[src/rtl/win33_out_trans_pkg.sv]
// Shared constants for the Winograd F(2x2,3x3) output-transform stage.
// Holds end_signal levels, element widths and the FSM state encoding.
// Imported by the interface, the A^T helper and the top.
package win33_out_trans_pkg;

  // end_signal levels
  localparam logic FINISH   = 1'b1;
  localparam logic UNFINISH = 1'b0;

  // Width of one element of the product tile M
  localparam int EL_W = 32;

  // Each A^T pass adds at most two bits of headroom (sum of three terms)
  localparam int ROW_W = EL_W + 2;
  localparam int COL_W = EL_W + 4;

  typedef enum logic [1:0] {
    IDLE = 2'b00,
    ROW  = 2'b01,
    COL  = 2'b11
  } state_t;

endpackage

[src/rtl/win33_out_trans_if.sv]
// Tile-in / result-out bundle of the output-transform stage.
// master: upstream multiply stage plus result consumer; slave: the transform.
// No back-pressure: m_valid is a pulse, results are held until the next one.
interface win33_out_trans_if #(
  parameter int OUT_W = 16
);
  import win33_out_trans_pkg::*;

  logic                 m_valid;
  logic [4*EL_W-1:0]    m_tmp1;
  logic [4*EL_W-1:0]    m_tmp2;
  logic [4*EL_W-1:0]    m_tmp3;
  logic [4*EL_W-1:0]    m_tmp4;
  logic                 acc_first;
  logic                 acc_last;
  logic                 busy;
  logic [4*OUT_W-1:0]   y_tmp;
  logic                 end_signal;
  logic                 drop_err;

  modport master (
    output m_valid, m_tmp1, m_tmp2, m_tmp3, m_tmp4, acc_first, acc_last,
    input  busy, y_tmp, end_signal, drop_err
  );

  modport slave (
    input  m_valid, m_tmp1, m_tmp2, m_tmp3, m_tmp4, acc_first, acc_last,
    output busy, y_tmp, end_signal, drop_err
  );

endinterface

[src/rtl/win33_out_trans_at_1d.sv]
// One-dimensional A^T pass: (a+b+c, b-c-d) on four signed inputs.
// Purely combinational, zero latency.
// No handshake; the caller registers the result.
module win_at_1d #(
  parameter int W = 32
) (
  input  logic signed [W-1:0] a,
  input  logic signed [W-1:0] b,
  input  logic signed [W-1:0] c,
  input  logic signed [W-1:0] d,
  output logic signed [W+1:0] s0,
  output logic signed [W+1:0] s1
);

  logic signed [W+1:0] ax, bx, cx, dx;

  // Sign-extend first so the three-term sums cannot overflow
  assign ax = {{2{a[W-1]}}, a};
  assign bx = {{2{b[W-1]}}, b};
  assign cx = {{2{c[W-1]}}, c};
  assign dx = {{2{d[W-1]}}, d};

  assign s0 = ax + bx + cx;
  assign s1 = bx - cx - dx;

endmodule

[src/rtl/win33_out_trans.sv]
// Winograd F(2x2,3x3) output transform Y = A^T*M*A, accumulated over channels.
// Latency: tile sampled at edge N, result/end_signal registered at edge N+2.
// No back-pressure: tiles arriving while busy are dropped and flag drop_err.
// Optional: define WIN_OUT_SAT_EN to saturate instead of wrap on narrowing.
module win33_out_trans
  import win33_out_trans_pkg::*;
#(
  parameter int ACC_W      = 40,
  parameter int FRAC_SHIFT = 8,
  parameter int OUT_W      = 16
) (
  input  logic             clk,
  input  logic             rst_n,
  win33_out_trans_if.slave bus
);

  state_t                  state;
  logic [4*EL_W-1:0]       m_q   [4];
  logic                    first_q;
  logic                    last_q;
  logic signed [ROW_W-1:0] t0_q  [4];
  logic signed [ROW_W-1:0] t1_q  [4];
  logic signed [ROW_W-1:0] t0_c  [4];
  logic signed [ROW_W-1:0] t1_c  [4];
  logic signed [COL_W-1:0] y_c   [4];
  logic signed [ACC_W-1:0] acc_q [4];
  logic signed [ACC_W-1:0] acc_nxt [4];
  logic [4*OUT_W-1:0]      y_q;
  logic                    busy_q;
  logic                    end_q;
  logic                    drop_q;

`ifdef WIN_OUT_SAT_EN
  localparam logic signed [ACC_W-1:0] SAT_MAX =
    {{(ACC_W-OUT_W+1){1'b0}}, {(OUT_W-1){1'b1}}};
  localparam logic signed [ACC_W-1:0] SAT_MIN =
    {{(ACC_W-OUT_W+1){1'b1}}, {(OUT_W-1){1'b0}}};
`endif

  // Shift out the fraction bits (floor), then wrap or clamp to OUT_W
  function automatic logic [OUT_W-1:0] narrow(input logic signed [ACC_W-1:0] a);
    logic signed [ACC_W-1:0] s;
    s = a >>> FRAC_SHIFT;
`ifdef WIN_OUT_SAT_EN
    if (s > SAT_MAX)      s = SAT_MAX;
    else if (s < SAT_MIN) s = SAT_MIN;
`endif
    return s[OUT_W-1:0];
  endfunction

  // Row pass: one A^T per column j of M (element j sits at the MSB end first)
  for (genvar j = 0; j < 4; j++) begin : g_row
    logic signed [EL_W-1:0] e [4];
    for (genvar r = 0; r < 4; r++) begin : g_el
      assign e[r] = m_q[r][(3-j)*EL_W +: EL_W];
    end
    win_at_1d #(.W(EL_W)) u_row (
      .a  (e[0]),
      .b  (e[1]),
      .c  (e[2]),
      .d  (e[3]),
      .s0 (t0_c[j]),
      .s1 (t1_c[j])
    );
  end

  // Column pass: A^T applied along each registered row of T
  win_at_1d #(.W(ROW_W)) u_col0 (
    .a  (t0_q[0]),
    .b  (t0_q[1]),
    .c  (t0_q[2]),
    .d  (t0_q[3]),
    .s0 (y_c[0]),
    .s1 (y_c[1])
  );

  win_at_1d #(.W(ROW_W)) u_col1 (
    .a  (t1_q[0]),
    .b  (t1_q[1]),
    .c  (t1_q[2]),
    .d  (t1_q[3]),
    .s0 (y_c[2]),
    .s1 (y_c[3])
  );

  // Next accumulator value: restart from zero on the first channel of a sum
  always_comb begin
    for (int k = 0; k < 4; k++) begin
      acc_nxt[k] = '0;
      acc_nxt[k] = (first_q ? '0 : acc_q[k])
                 + {{(ACC_W-COL_W){y_c[k][COL_W-1]}}, y_c[k]};
    end
  end

  // Control FSM plus all datapath registers; outputs are registered here
  always_ff @(posedge clk or negedge rst_n) begin
    if (!rst_n) begin
      state   <= IDLE;
      first_q <= 1'b0;
      last_q  <= 1'b0;
      busy_q  <= 1'b0;
      end_q   <= UNFINISH;
      drop_q  <= 1'b0;
      y_q     <= '0;
      for (int k = 0; k < 4; k++) begin
        m_q[k]   <= '0;
        t0_q[k]  <= '0;
        t1_q[k]  <= '0;
        acc_q[k] <= '0;
      end
    end else begin
      end_q <= UNFINISH;
      if (bus.m_valid && (state != IDLE)) begin
        drop_q <= 1'b1;
      end
      case (state)
        IDLE: begin
          if (bus.m_valid) begin
            m_q[0]  <= bus.m_tmp1;
            m_q[1]  <= bus.m_tmp2;
            m_q[2]  <= bus.m_tmp3;
            m_q[3]  <= bus.m_tmp4;
            first_q <= bus.acc_first;
            last_q  <= bus.acc_last;
            busy_q  <= 1'b1;
            state   <= ROW;
          end
        end
        ROW: begin
          for (int k = 0; k < 4; k++) begin
            t0_q[k] <= t0_c[k];
            t1_q[k] <= t1_c[k];
          end
          state <= COL;
        end
        COL: begin
          for (int k = 0; k < 4; k++) begin
            acc_q[k] <= acc_nxt[k];
          end
          if (last_q) begin
            y_q   <= {narrow(acc_nxt[0]), narrow(acc_nxt[1]),
                      narrow(acc_nxt[2]), narrow(acc_nxt[3])};
            end_q <= FINISH;
          end
          busy_q <= 1'b0;
          state  <= IDLE;
        end
        default: begin
          busy_q <= 1'b0;
          state  <= IDLE;
        end
      endcase
    end
  end

  assign bus.busy       = busy_q;
  assign bus.y_tmp      = y_q;
  assign bus.end_signal = end_q;
  assign bus.drop_err   = drop_q;

endmodule

[src/flat_wrapper.sv]
// flat-port wrapper written by rule: the top's interface ports become plain ports
module win33_out_trans_flat import win33_out_trans_pkg::*;
#(
  parameter int ACC_W      = 40,
  parameter int FRAC_SHIFT = 8,
  parameter int OUT_W      = 16
)
  (clk, rst_n, bus_m_valid, bus_m_tmp1, bus_m_tmp2, bus_m_tmp3, bus_m_tmp4, bus_acc_first, bus_acc_last, bus_busy, bus_y_tmp, bus_end_signal, bus_drop_err);
  win33_out_trans_if #(.OUT_W(OUT_W)) bus_i ();
  input  logic clk;
  input  logic rst_n;
  input wire logic [$bits(bus_i.m_valid)-1:0] bus_m_valid;
  input wire logic [$bits(bus_i.m_tmp1)-1:0] bus_m_tmp1;
  input wire logic [$bits(bus_i.m_tmp2)-1:0] bus_m_tmp2;
  input wire logic [$bits(bus_i.m_tmp3)-1:0] bus_m_tmp3;
  input wire logic [$bits(bus_i.m_tmp4)-1:0] bus_m_tmp4;
  input wire logic [$bits(bus_i.acc_first)-1:0] bus_acc_first;
  input wire logic [$bits(bus_i.acc_last)-1:0] bus_acc_last;
  output wire logic [$bits(bus_i.busy)-1:0] bus_busy;
  output wire logic [$bits(bus_i.y_tmp)-1:0] bus_y_tmp;
  output wire logic [$bits(bus_i.end_signal)-1:0] bus_end_signal;
  output wire logic [$bits(bus_i.drop_err)-1:0] bus_drop_err;
  assign bus_i.m_valid = bus_m_valid;
  assign bus_i.m_tmp1 = bus_m_tmp1;
  assign bus_i.m_tmp2 = bus_m_tmp2;
  assign bus_i.m_tmp3 = bus_m_tmp3;
  assign bus_i.m_tmp4 = bus_m_tmp4;
  assign bus_i.acc_first = bus_acc_first;
  assign bus_i.acc_last = bus_acc_last;
  assign bus_busy = bus_i.busy;
  assign bus_y_tmp = bus_i.y_tmp;
  assign bus_end_signal = bus_i.end_signal;
  assign bus_drop_err = bus_i.drop_err;
  win33_out_trans #(.ACC_W(ACC_W), .FRAC_SHIFT(FRAC_SHIFT), .OUT_W(OUT_W)) u_core (.clk(clk), .rst_n(rst_n), .bus(bus_i));
endmodule
[config.mk]
export PLATFORM = sky130hd
export DESIGN_NAME = win33_out_trans_flat
export DESIGN_NICKNAME = d
export VERILOG_FILES = /design/src/rtl/win33_out_trans_pkg.sv /design/src/rtl/win33_out_trans_if.sv /design/src/rtl/win33_out_trans_at_1d.sv /design/src/rtl/win33_out_trans.sv /design/src/flat_wrapper.sv
export SDC_FILE = /design/constraint.sdc
export NUM_CORES = 2
export LEC_CHECK = 0
export BUFFER_PORTS_ARGS = -buffer_cell sky130_fd_sc_hd__clkbuf_2
export CORE_MARGIN = 2
export CORE_UTILIZATION = 25
export CTS_CLUSTER_DIAMETER = 60
export DETAILED_ROUTE_END_ITERATION = 10
export GPL_TIMING_DRIVEN = 0
export PLACE_DENSITY_LB_ADDON = 0.08
export SYNTH_ARGS = -nofsm -noshare
export SYNTH_HDL_FRONTEND = slang
export SYNTH_SLANG_ARGS = --single-unit
[constraint.sdc]
create_clock -name clk -period 14.15 [get_ports clk]
set_input_delay 0.7075 -clock clk [delete_from_list [all_inputs] [get_ports clk]]
set_output_delay 0.7075 -clock clk [all_outputs]
set_load 0.03 [all_outputs]
==> flow_metrics.py <==
metrics = {
    "sta": {
        "whs_ps": 143,
        "skew_ps": 33.1,
        "rsz0062_at_grt": "false",
        "max_freq_mhz": 162,
        "hold_viol_final": 0,
        "finalSetupViolCount": 0,
        "timing.final.crit_share_pct": 43.5,
        "min_period_ps": 6160,
        "slew_headroom_pct": 7.00,
        "worst_pin_slew_ps": 1400,
        "slew_violations": 0,
    },
    "global_routing": {
        "grt_remaining_overflow": 0,
        "grt_antenna_before_repair": 12,
        "grt_pass1_vias": 40100,
        "grt_pass1_wl_um": 283000,
        "grt_start_max_net_pins": 98,
        "grtUsageTotal_pct": 19.0,
    },
    "clocking": {
        "cts_max_level": 3,
        "cts_setup_buffers": 0,
        "cts_hold_buf": 1,
        "insertion_delay_ps": 780,
        "cts-root-buf": "clkbuf_16",
        "clk_pin_slew_ps": 60,
        "clockBufferDepth": 3,
        "clock_sinks": 743,
        "cts_made_buffers": 117,
        "cts_resized": 0,
        "cts_tree": "yes",
    },
    "routing": {
        "wl_um": 196000,
        "drc": 0,
        "wire_per_inst_um": 23.1,
        "ant_nets": 0,
        "avgViaCountPerCell": 4.60,
        "first_pass_iters": 5,
        "drtIter0Drc": 2435,
        "vias": 39100,
    },
    "yosys": {
        "ys_seq_area_share_pct": 36.9,
        "syn_nets": 6320,
        "ys_ff_latch": 743,
        "synthArstFlopShare_pct": 100,
        "syn_inst": 5143,
        "synthDistinctLibCells": 80,
        "syn_avg_cell_area_um2": 9.79,
        "synth-edff-count": 0,
        "netlist_area_um2": 50300,
        "ys.flop_type": "dfrtp_1",
        "yosysWarnings": 0,
    },
    "die": {
        "core_region_area_um2": 200000,
        "die-area_um2": 205000,
        "ios": 584,
        "die_w_um": 453,
        "rows": 164,
        "start_util_pct": 25.2,
        "die_y_um": 453,
    },
    "finish": {
        "fill_cells": 21200,
        "nets": 6906,
        "areaGrowthSynthToFinish_pct": 19.9,
        "utilization_pct": 30.2,
        "layout-drive-gt1-share_pct": 16.0,
    },
    "placed_design": {
        "io_buffers": 455,
        "gp_congestion": 0.899,
        "dp.final_hpwl_um": 163000,
    },
    "setup_path": {
        "cp_max_fo": 6,
        "worstPathRequired_ps": 14770,
        "arrival_ps": 6780,
        "worstSetupStartpointType": "flop",
        "crit_type": "flop to flop",
        "endpoint_kind": "flop",
    },
    "flow_run": {
        "drv_cap": 0,
    },
    "outcome": {
        "status": "completed",
    },
    "worst_hold_path": {
        "hp-class": "input pin to flop",
    },
}
cell usage after synthesis, types with 5 or more instances:
cell,n,area [um^2]
nand2b_1,55,344
nor3b_1,10,75.1
o31ai_1,24,180
nor2b_1,133,832
o31a_1,8,70.1
a21oi_1,270,1350
o21ai_1,23,115
a41o_1,5,50.1
nor2_1,180,676
o211ai_1,14,105
nor4_1,8,50.1
ha_1,374,4680
buf_1,5,18.8
and3_1,12,75.1
nand4_1,14,87.6
a211o_1,11,96.3
xor2_1,140,1230
nand3_1,57,285
a21o_1,123,923
o21bai_1,45,338
or2_2,10,62.6
nor3_1,45,225
xnor2_1,206,1800
dfrtp_1,743,18600
and2_1,9,56.3
mux2_2,210,2360
o21a_1,60,450
a211oi_1,32,240
a31oi_1,34,213
inv_1,409,1540
clkbuf_1,164,616
nand2_1,658,2470
o21ai_0,642,3210
or3_1,12,75.1
fa_1,286,5730
a31o_2,11,96.3
final timing paths:
check	from	endpoint	slack, ps	cells after the start
max	u_core.t1_q[70]$_DFFE_PN0P_	u_core.bus.y_tmp[31]$_DFFE_PN0P_	7990	21
min	bus_m_tmp4[103]	u_core.g_row[0].e[7]$_DFFE_PN0P_	140	3
max reg2reg	u_core.t1_q[70]$_DFFE_PN0P_	u_core.bus.y_tmp[31]$_DFFE_PN0P_	7990	21
min reg2reg	u_core.acc_q[50]$_DFFE_PN0N_	u_core.acc_q[50]$_DFFE_PN0N_	470	2
max in group asynchronous	rst_n	u_core.g_row[1].e[45]$_DFFE_PN0P_	11890	5
min in group asynchronous	rst_n	u_core.g_row[3].e[72]$_DFFE_PN0P_	500	2
kinds of logic (layout without fill, tap and decap cells):
| family | Yosys count | after routing | share of synthesized area (%) |
|---|---|---|---|
| compound gates | 1379 | 1379 | 16.4 |
| simple gates | 1223 | 1223 | 10.9 |
| flops | 743 | 743 | 36.9 |
| fa+ha+maj | 660 | 660 | 20.7 |
| buf+inv | 578 | 1265 | 4.31 |
| xor+xnor | 346 | 346 | 6.02 |
| mux | 214 | 214 | 4.78 |
| other cells | 0 | 1 | 0 |
routing by layer:
metal / vias up / wire [um] / track usage [%]
met5: - / 34 / 0
met4: 6 / 4600 / 4.45
met3: 201 / 6050 / 2.17
met2: 738 / 90900 / 31.0
met1: 19300 / 94900 / 26.9
li1: 18800 / - / -
cells in the final DEF (no fill, tap or decap), types with 34 or more instances in the layout:
cell type / n
a21oi_1: 270
o21ai_0: 642
clkbuf_2: 461
mux2_2: 210
xor2_1: 140
a21o_1: 123
nor3_1: 45
nor2b_1: 133
fa_1: 286
ha_1: 374
nand2_1: 658
nor2_1: 180
inv_1: 409
xnor2_1: 206
nand2b_1: 55
clkbuf_1: 173
a31oi_1: 34
dfrtp_1: 743
o21bai_1: 45
clkbuf_16: 119
nand3_1: 57
o21a_1: 60
critical path, stage by stage (launching register included):
cell and delay, ps:
dfrtp_1 450, fa_1 550, ha_1 320, a21o_1 190, a21o_1 220, a2111oi_2 500, o21ai_1 140, o211ai_1 210
o21bai_1 170, a21o_1 200, a21oi_1 180, xnor2_1 300, ha_1 400, a21o_1 190, and2_1 180, nor4b_2 370
o31ai_2 140, a31oi_1 300, o21ai_1 170, xnor2_1 160, xnor2_1 490, o21ai_0 150
cell type report:
type / count / area, um^2 / area share, %
Antenna cell: 1 / 2.50 / 0.00415
Buffer: 169 / 643 / 1.07
Clock buffer: 154 / 3300 / 5.47
Clock inverter: 66 / 807 / 1.34
Inverter: 409 / 1540 / 2.54
Multi-Input combinational cell: 3822 / 29600 / 49.0
Sequential cell: 743 / 18600 / 30.8
Tap cell: 2656 / 3320 / 5.51
Timing Repair Buffer: 467 / 2600 / 4.31
sequential cells by signal (all words and copies together) (netlist names):
| signal | count |
|---|---|
| u_core.bus.end_signal | 1 |
| u_core.bus.busy | 1 |
| u_core.g_row.e | 384 |
| u_core.t0_q | 96 |
| u_core.bus.drop_err | 1 |
| u_core.acc_q | 96 |
| u_core.first_q | 1 |
| u_core.last_q | 1 |
| u_core.state | 2 |
| u_core.t1_q | 96 |
| u_core.bus.y_tmp | 64 |
metrics by stage:
stage          instances  setup WS [ps]  setup TNS (ps)  area, um^2
6_report            8487           7990               0       60400
3_3_place_gp        8254          -8230        -5971920       55900
4_1_cts             8486           8060               0       60400
5_1_grt             8486           7660               0       60400
3_5_place_dp        8265           8130               0       56200
2_1_floorplan       5143           9140               0       50300
Power is not shown: default switching activity piles up to over one toggle a cycle in this logic, so the estimate is an artifact.
